<file path="src/rtl/video_timing_ctrl.sv">
// Raster sequencer: pixel/line counters plus registered sync, blanking and
// display-enable outputs that trail the counters by one ce tick.
module video_timing_ctrl #(
  parameter int unsigned H_ACTIVE  = 640,
  parameter int unsigned H_FP      = 16,
  parameter int unsigned H_SYNC    = 96,
  parameter int unsigned H_BP      = 48,
  parameter int unsigned V_ACTIVE  = 480,
  parameter int unsigned V_FP      = 10,
  parameter int unsigned V_SYNC    = 2,
  parameter int unsigned V_BP      = 33,
  parameter bit          HSYNC_POL = 1'b0,
  parameter bit          VSYNC_POL = 1'b0
) (
  input  logic        clk25m,
  input  logic        rst,
  input  logic        ce,
  output logic [10:0] hc,
  output logic [10:0] vc,
  output logic        hsync,
  output logic        vsync,
  output logic        hblank,
  output logic        vblank,
  output logic        display_enable,
  output logic        line_start,
  output logic        frame_start
);

  localparam logic [11:0] HT12     = 12'(H_ACTIVE + H_FP + H_SYNC + H_BP);
  localparam logic [11:0] VT12     = 12'(V_ACTIVE + V_FP + V_SYNC + V_BP);
  localparam logic [11:0] HA12     = 12'(H_ACTIVE);
  localparam logic [11:0] VA12     = 12'(V_ACTIVE);
  localparam logic [11:0] HS_BEG12 = 12'(H_ACTIVE + H_FP);
  localparam logic [11:0] HS_END12 = 12'(H_ACTIVE + H_FP + H_SYNC - 1);
  localparam logic [11:0] VS_BEG12 = 12'(V_ACTIVE + V_FP);
  localparam logic [11:0] VS_END12 = 12'(V_ACTIVE + V_FP + V_SYNC - 1);

  localparam logic [11:0] H_LAST12 = HT12 - 12'd1;
  localparam logic [11:0] V_LAST12 = VT12 - 12'd1;
  localparam logic [10:0] H_LAST   = H_LAST12[10:0];
  localparam logic [10:0] V_LAST   = V_LAST12[10:0];
  localparam logic [10:0] H_ACT    = HA12[10:0];
  localparam logic [10:0] V_ACT    = VA12[10:0];
  localparam logic [10:0] HS_BEG   = HS_BEG12[10:0];
  localparam logic [10:0] HS_END   = HS_END12[10:0];
  localparam logic [10:0] VS_BEG   = VS_BEG12[10:0];
  localparam logic [10:0] VS_END   = VS_END12[10:0];

  logic h_blank_reg, v_blank_reg, h_sync_reg, v_sync_reg;

  always_comb begin
    h_blank_reg = (hc >= H_ACT);
    v_blank_reg = (vc >= V_ACT);
    h_sync_reg  = (hc >= HS_BEG) && (hc <= HS_END);
    v_sync_reg  = (vc >= VS_BEG) && (vc <= VS_END);
  end

  always_ff @(posedge clk25m) begin
    if (rst) begin
      hc             <= '0;
      vc             <= '0;
      hsync          <= ~HSYNC_POL;
      vsync          <= ~VSYNC_POL;
      hblank         <= 1'b1;
      vblank         <= 1'b1;
      display_enable <= 1'b0;
      line_start     <= 1'b0;
      frame_start    <= 1'b0;
    end else if (ce) begin
      if (hc == H_LAST) begin
        hc <= '0;
        vc <= (vc == V_LAST) ? '0 : vc + 11'd1;
      end else begin
        hc <= hc + 11'd1;
      end
      // Output stage decodes the pre-increment position, so it trails by one tick
      // and vsync naturally changes only at h=0.
      hsync          <= h_sync_reg ? HSYNC_POL : ~HSYNC_POL;
      vsync          <= v_sync_reg ? VSYNC_POL : ~VSYNC_POL;
      hblank         <= h_blank_reg || v_blank_reg;
      vblank         <= v_blank_reg;
      display_enable <= !(h_blank_reg || v_blank_reg);
      line_start     <= (hc == '0);
      frame_start    <= (hc == '0) && (vc == '0);
    end
  end

endmodule

</file>
<file path="config.mk">
export PLATFORM = sky130hd
export DESIGN_NAME = video_timing_ctrl
export DESIGN_NICKNAME = d
export VERILOG_FILES = /design/src/rtl/video_timing_ctrl.sv
export SDC_FILE = /design/constraint.sdc
export NUM_CORES = 1
export LEC_CHECK = 0
export BUFFER_PORTS_ARGS = -buffer_cell sky130_fd_sc_hd__buf_2
export CAP_MARGIN = 20
export CORE_MARGIN = 10
export CORE_UTILIZATION = 35
export DETAILED_ROUTE_END_ITERATION = 10
export GPL_ROUTABILITY_DRIVEN = 0
export HOLD_SLACK_MARGIN = 0.06
export PLACE_DENSITY = 0.59
export SLEW_MARGIN = 20
export SYNTH_ARGS = -nofsm -noshare
export SYNTH_HDL_FRONTEND = slang
export SYNTH_SLANG_ARGS = --single-unit
</file>
<file path="constraint.sdc">
create_clock -name clk25m -period 4.1 [get_ports clk25m]
set_clock_uncertainty 0.2 [all_clocks]
set_input_delay 0.82 -clock clk25m [delete_from_list [all_inputs] [get_ports clk25m]]
set_output_delay 0.82 -clock clk25m [all_outputs]
set_load 0.01 [all_outputs]
</file>
== Word-level counts from Yosys, hierarchy flattened ==
Index checks and enable logic that the tools add are counted.

* Flip-flop bits (word level): 29

* Add/sub/neg operators: 2
* $lt $le $gt $ge: 6
* Eq/ne operators: 2
* Mux-type cells: 4
* Reduce and logical (&&, ||, !) cells: 8

{| class="wikitable"
|+ Operator list
! cell !! count
|-
| $add A11 B1 Y11 const B || 2
|-
| $eq A11 B10 Y1 const B || 2
|-
| $ge A11 B10 Y1 const B || 2
|-
| $ge A11 B9 Y1 const B || 2
|-
| $logic_not A11 Y1 || 2
|-
| $mux W11 || 2
|-
| $le A11 B10 Y1 const B || 1
|-
| $le A11 B9 Y1 const B || 1
|-
| $logic_and A1 B1 Y1 || 3
|-
| $mux W1 || 2
|-
| $reduce_and A2 Y1 || 1
|-
| $logic_not A1 Y1 || 1
|-
| $logic_or A1 B1 Y1 || 1
|}

== Longest topological paths before layout ==
* Word-level depth: 3
* Gate-level depth with buffers: 7

== Least setup slack after synthesis ==
Ideal clock, no wire load.

* Path kind: input to register
* From: input port ce
* To: register vc[9]
* Setup time: 74 ps
* Arrival: 1875 ps
* Data required time: 3826 ps
* Slack: 1951 ps
* Cell stages on the path: 6
* Cells stage by stage: and4_1 buf_4 nand4_4 buf_6 or4_1 a31oi_1

* Cells in the longest elaborated chain, start to end: 1

{| class="wikitable"
|+ Ends and longest elaborated chain
! what !! RTL line !! source
|-
| start, declared || 17 || <nowiki>input logic ce,</nowiki>
|-
| $reduce_and A2 Y1 (no line) || -- ||
|-
| end signal, assigned || 72 || <nowiki>vc <= (vc == V_LAST) ? '0 : vc + 11'd1;</nowiki>
|-
| end, declared || 19 || <nowiki>output logic [10:0] vc,</nowiki>
|}

Every way passes these cells.
A chain may end at the register's enable or synchronous reset.

== Worst setup path after layout ==
* From: input port ce
* To: register vc[10]

The elaborated chain is that of the path after synthesis.

==> results.yml <==
floorplan:
  die-area_mm2: 0.00739
  core_area_mm2: 0.00412
  row_count: 23
  boundaryPins: 32
  die_w_um: 86.0
  die_y_um: 86.0
  start_util: 0.370
timing:
  finalCritPeriodShare: 0.581
  max_freq_ghz: 0.420
  maxSlewViolCount: 0
  tns_ns: 0
  setup_viol: 0
  layout_setup_ws_ns: 1.72
  min_period_ns: 2.38
  rsz0062_at_grt: "no"
  max_slew_margin: 0.715
  tightest_slew_ns: 0.427
  finalHoldViolations: 0
final_layout:
  fill_cells: 425
  layout_common_cells: "buf_2, dfxtp_1, nor2_1, nand4_1, nand2_1"
  fin_nets: 211
  area_growth_pct: 15.6
  drive_gt1_frac: 0.220
  diodes: 0
  layout_commonest_cell: "buf_2"
drt:
  drt-total-wl_mm: 3.73
  ant_nets: 0
  top_layer: "met4"
  drtPass1Iterations: 4
  m1WireLength_mm: 1.79
  routedWlPerCell_um: 14.6
  route.met3.wl_um: 261
  route.detailed.drc: 0
  wl_met2_mm: 1.61
  vias: 1340
  viasPerCell: 5.25
  first_iter_violations: 107
power:
  p_switching_uw: 145
  finalPower_uw: 569
  switching_share: 0.255
  vdd_drop_max_mv: 0.123
  pwr_density_cell_mw_per_mm2: 323
  power_frac_seq: 0.520
  leakagePower_uw: 0.000698
  p_comb_frac: 0.075
  p_clk_frac: 0.405
  p_int_uw: 424
clock_tree:
  ctsResizeCount: 0
  clock_sinks: 29
  cts_setup_buffers: 0
  clockBufferDepth: 2
  hold_buffers: 0
  cts_root_buf: "clkbuf_8"
  cts_buffers: 5
  clock_latency_ns: 0.29
  ctsHtreeMaxLevel: 2
  cts_tree: "done"
  clk_pin_slew_ns: 0.07
global_route:
  antenna_found_initial: 0
  grt-ovfl-total: 0
  grt_pass1_wl_mm: 6.33
  grt_max_degree: 21
  grt_pass1_vias: 1272
  grt_usage: 0.106
synth:
  syn_inst: 178
  synth_edf_count: 0
  avgSynthCellArea_um2: 8.56
  synth_cell_type_count: 39
  synth_async_sr_flop_share: 0
  seq_area_frac_synth: 0.381
  syn-num-nets: 185
  syn_area_mm2: 0.00152
  synthFlopType: "dfxtp_1"
  yosysWarnings: 0
  ys_seq_elements: 29
setup_path:
  critPathArrivalTime_ns: 2.41
  start_kind: "primary input"
  cp_slowest_cell: "or4_1"
  cpPeakStageDelay_ns: 0.56
  worstPathCellList: "buf_2 -> and4_1 -> nand4_4 -> or4_1 -> a21oi_1"
  worst_ep_required_time_ns: 4.13
  critical_path_class: "in2reg"
  cp_max_fo: 17
  end_kind: "flip-flop"
placement:
  dp_worst_setup_slack_ns: 1.40
  port_buffers: 31
  hpwl_mm: 2.70
run:
  maxCapViolCount: 0
run_status:
  status: "finished, final reports clean"
worst_hold_path:
  hold_path_class: "reg2reg"
==> power by group through the flow <==
stage	logic (uW)	clock network [uW]	registers (uW)
after global routing	48.5	254	297
after floorplan	25.3	0	305
final	42.7	230	296
after CTS	43.5	237	296
after global placement	42.9	0	302
after detailed placement	43.3	0	303
==> through the flow <==
stage	area (um^2)	utilization	instances	hold WS, ns
2_1_floorplan	1520	-	178	0.295
3_3_place_gp	1680	0.407	247	0.259
3_5_place_dp	1680	0.407	247	0.266
4_1_cts	1760	0.428	255	0.277
5_1_grt	1760	0.428	255	0.304
6_report	1760	0.428	255	0.273
==> worst max-delay path: cells and delay by family <==
kind | cells | cell delay (ns)
AOI/OAI and AO/OA | 1 | 0.14
buffers and inverters | 1 | 0.26
and+or+nand+nor | 3 | 1.19
==> layout make-up <==
class	instances	area [um^2]	area share
repair buffers	31	155	0.0881
flip-flops and latches	29	581	0.330
inverters	6	22.5	0.0128
multi-input cells	131	855	0.485
clock inverters	3	17.5	0.00994
clock buffers	5	68.8	0.0391
well taps	50	62.6	0.0355
==> layer usage <==
metal | vias to the layer above | GRT usage
li1 | 697 | -
met1 | 614 | 0.131
met2 | 25 | 0.151
met3 | 4 | 0.0520
met4 | 0 | 0.0494
met5 | - | 0
==> state kept, by name, summed over array words and instances (netlist names) <==
name and flops:
display_enable 1, vsync 1, frame_start 1, hblank 1, vc 11, hsync 1, vblank 1, line_start 1
hc 11
==> kinds of logic (layout without fill, tap and decap cells) <==
family,count (synthesis),count (layout),share of synthesized area
xor+xnor,14,14,0.0805
fa+ha+maj,4,4,0.0328
simple gates,90,90,0.346
mux,2,2,0.0131
buf+inv,18,45,0.0583
flops,29,29,0.381
compound gates,21,21,0.0887
==> final timing paths <==
path | start | endpoint | slack (ns) | cells past startpoint
worst max-delay path | ce | vc[10] | 1.72 | 5
worst min-delay path | display_enable | display_enable | 0.27 | 2
worst max register to register | hc[0] | vc[10] | 2.02 | 4
worst min register to register | display_enable | display_enable | 0.27 | 2
==> cells in the mapped netlist, types with 2 or more instances <==
master    count  area [um^2]
a21o_1        2         15.0
a21oi_1       6         30.0
a31oi_1       2         12.5
and4_1        3         26.3
buf_2         2         10.0
buf_4         3         22.5
clkbuf_1      6         22.5
dfxtp_1      29          581
ha_1          4         50.1
inv_1         6         22.5
mux2i_1       2         20.0
nand2_1      10         37.5
nand2b_1      3         18.8
nand3_1       6         30.0
nand3b_1      2         15.0
nand4_1      12         75.1
nor2_1       22         82.6
nor2b_1       3         18.8
nor3_1        6         30.0
nor3b_1       2         15.0
nor4_1        4         25.0
o211ai_1      3         22.5
o21ai_0       2         10.0
o31ai_1       3         22.5
or2_2         4         25.0
or4_1         6         45.0
xnor2_1       7         61.3
xor2_1        7         61.3
Note: power is estimated with default switching activity, not from simulation.
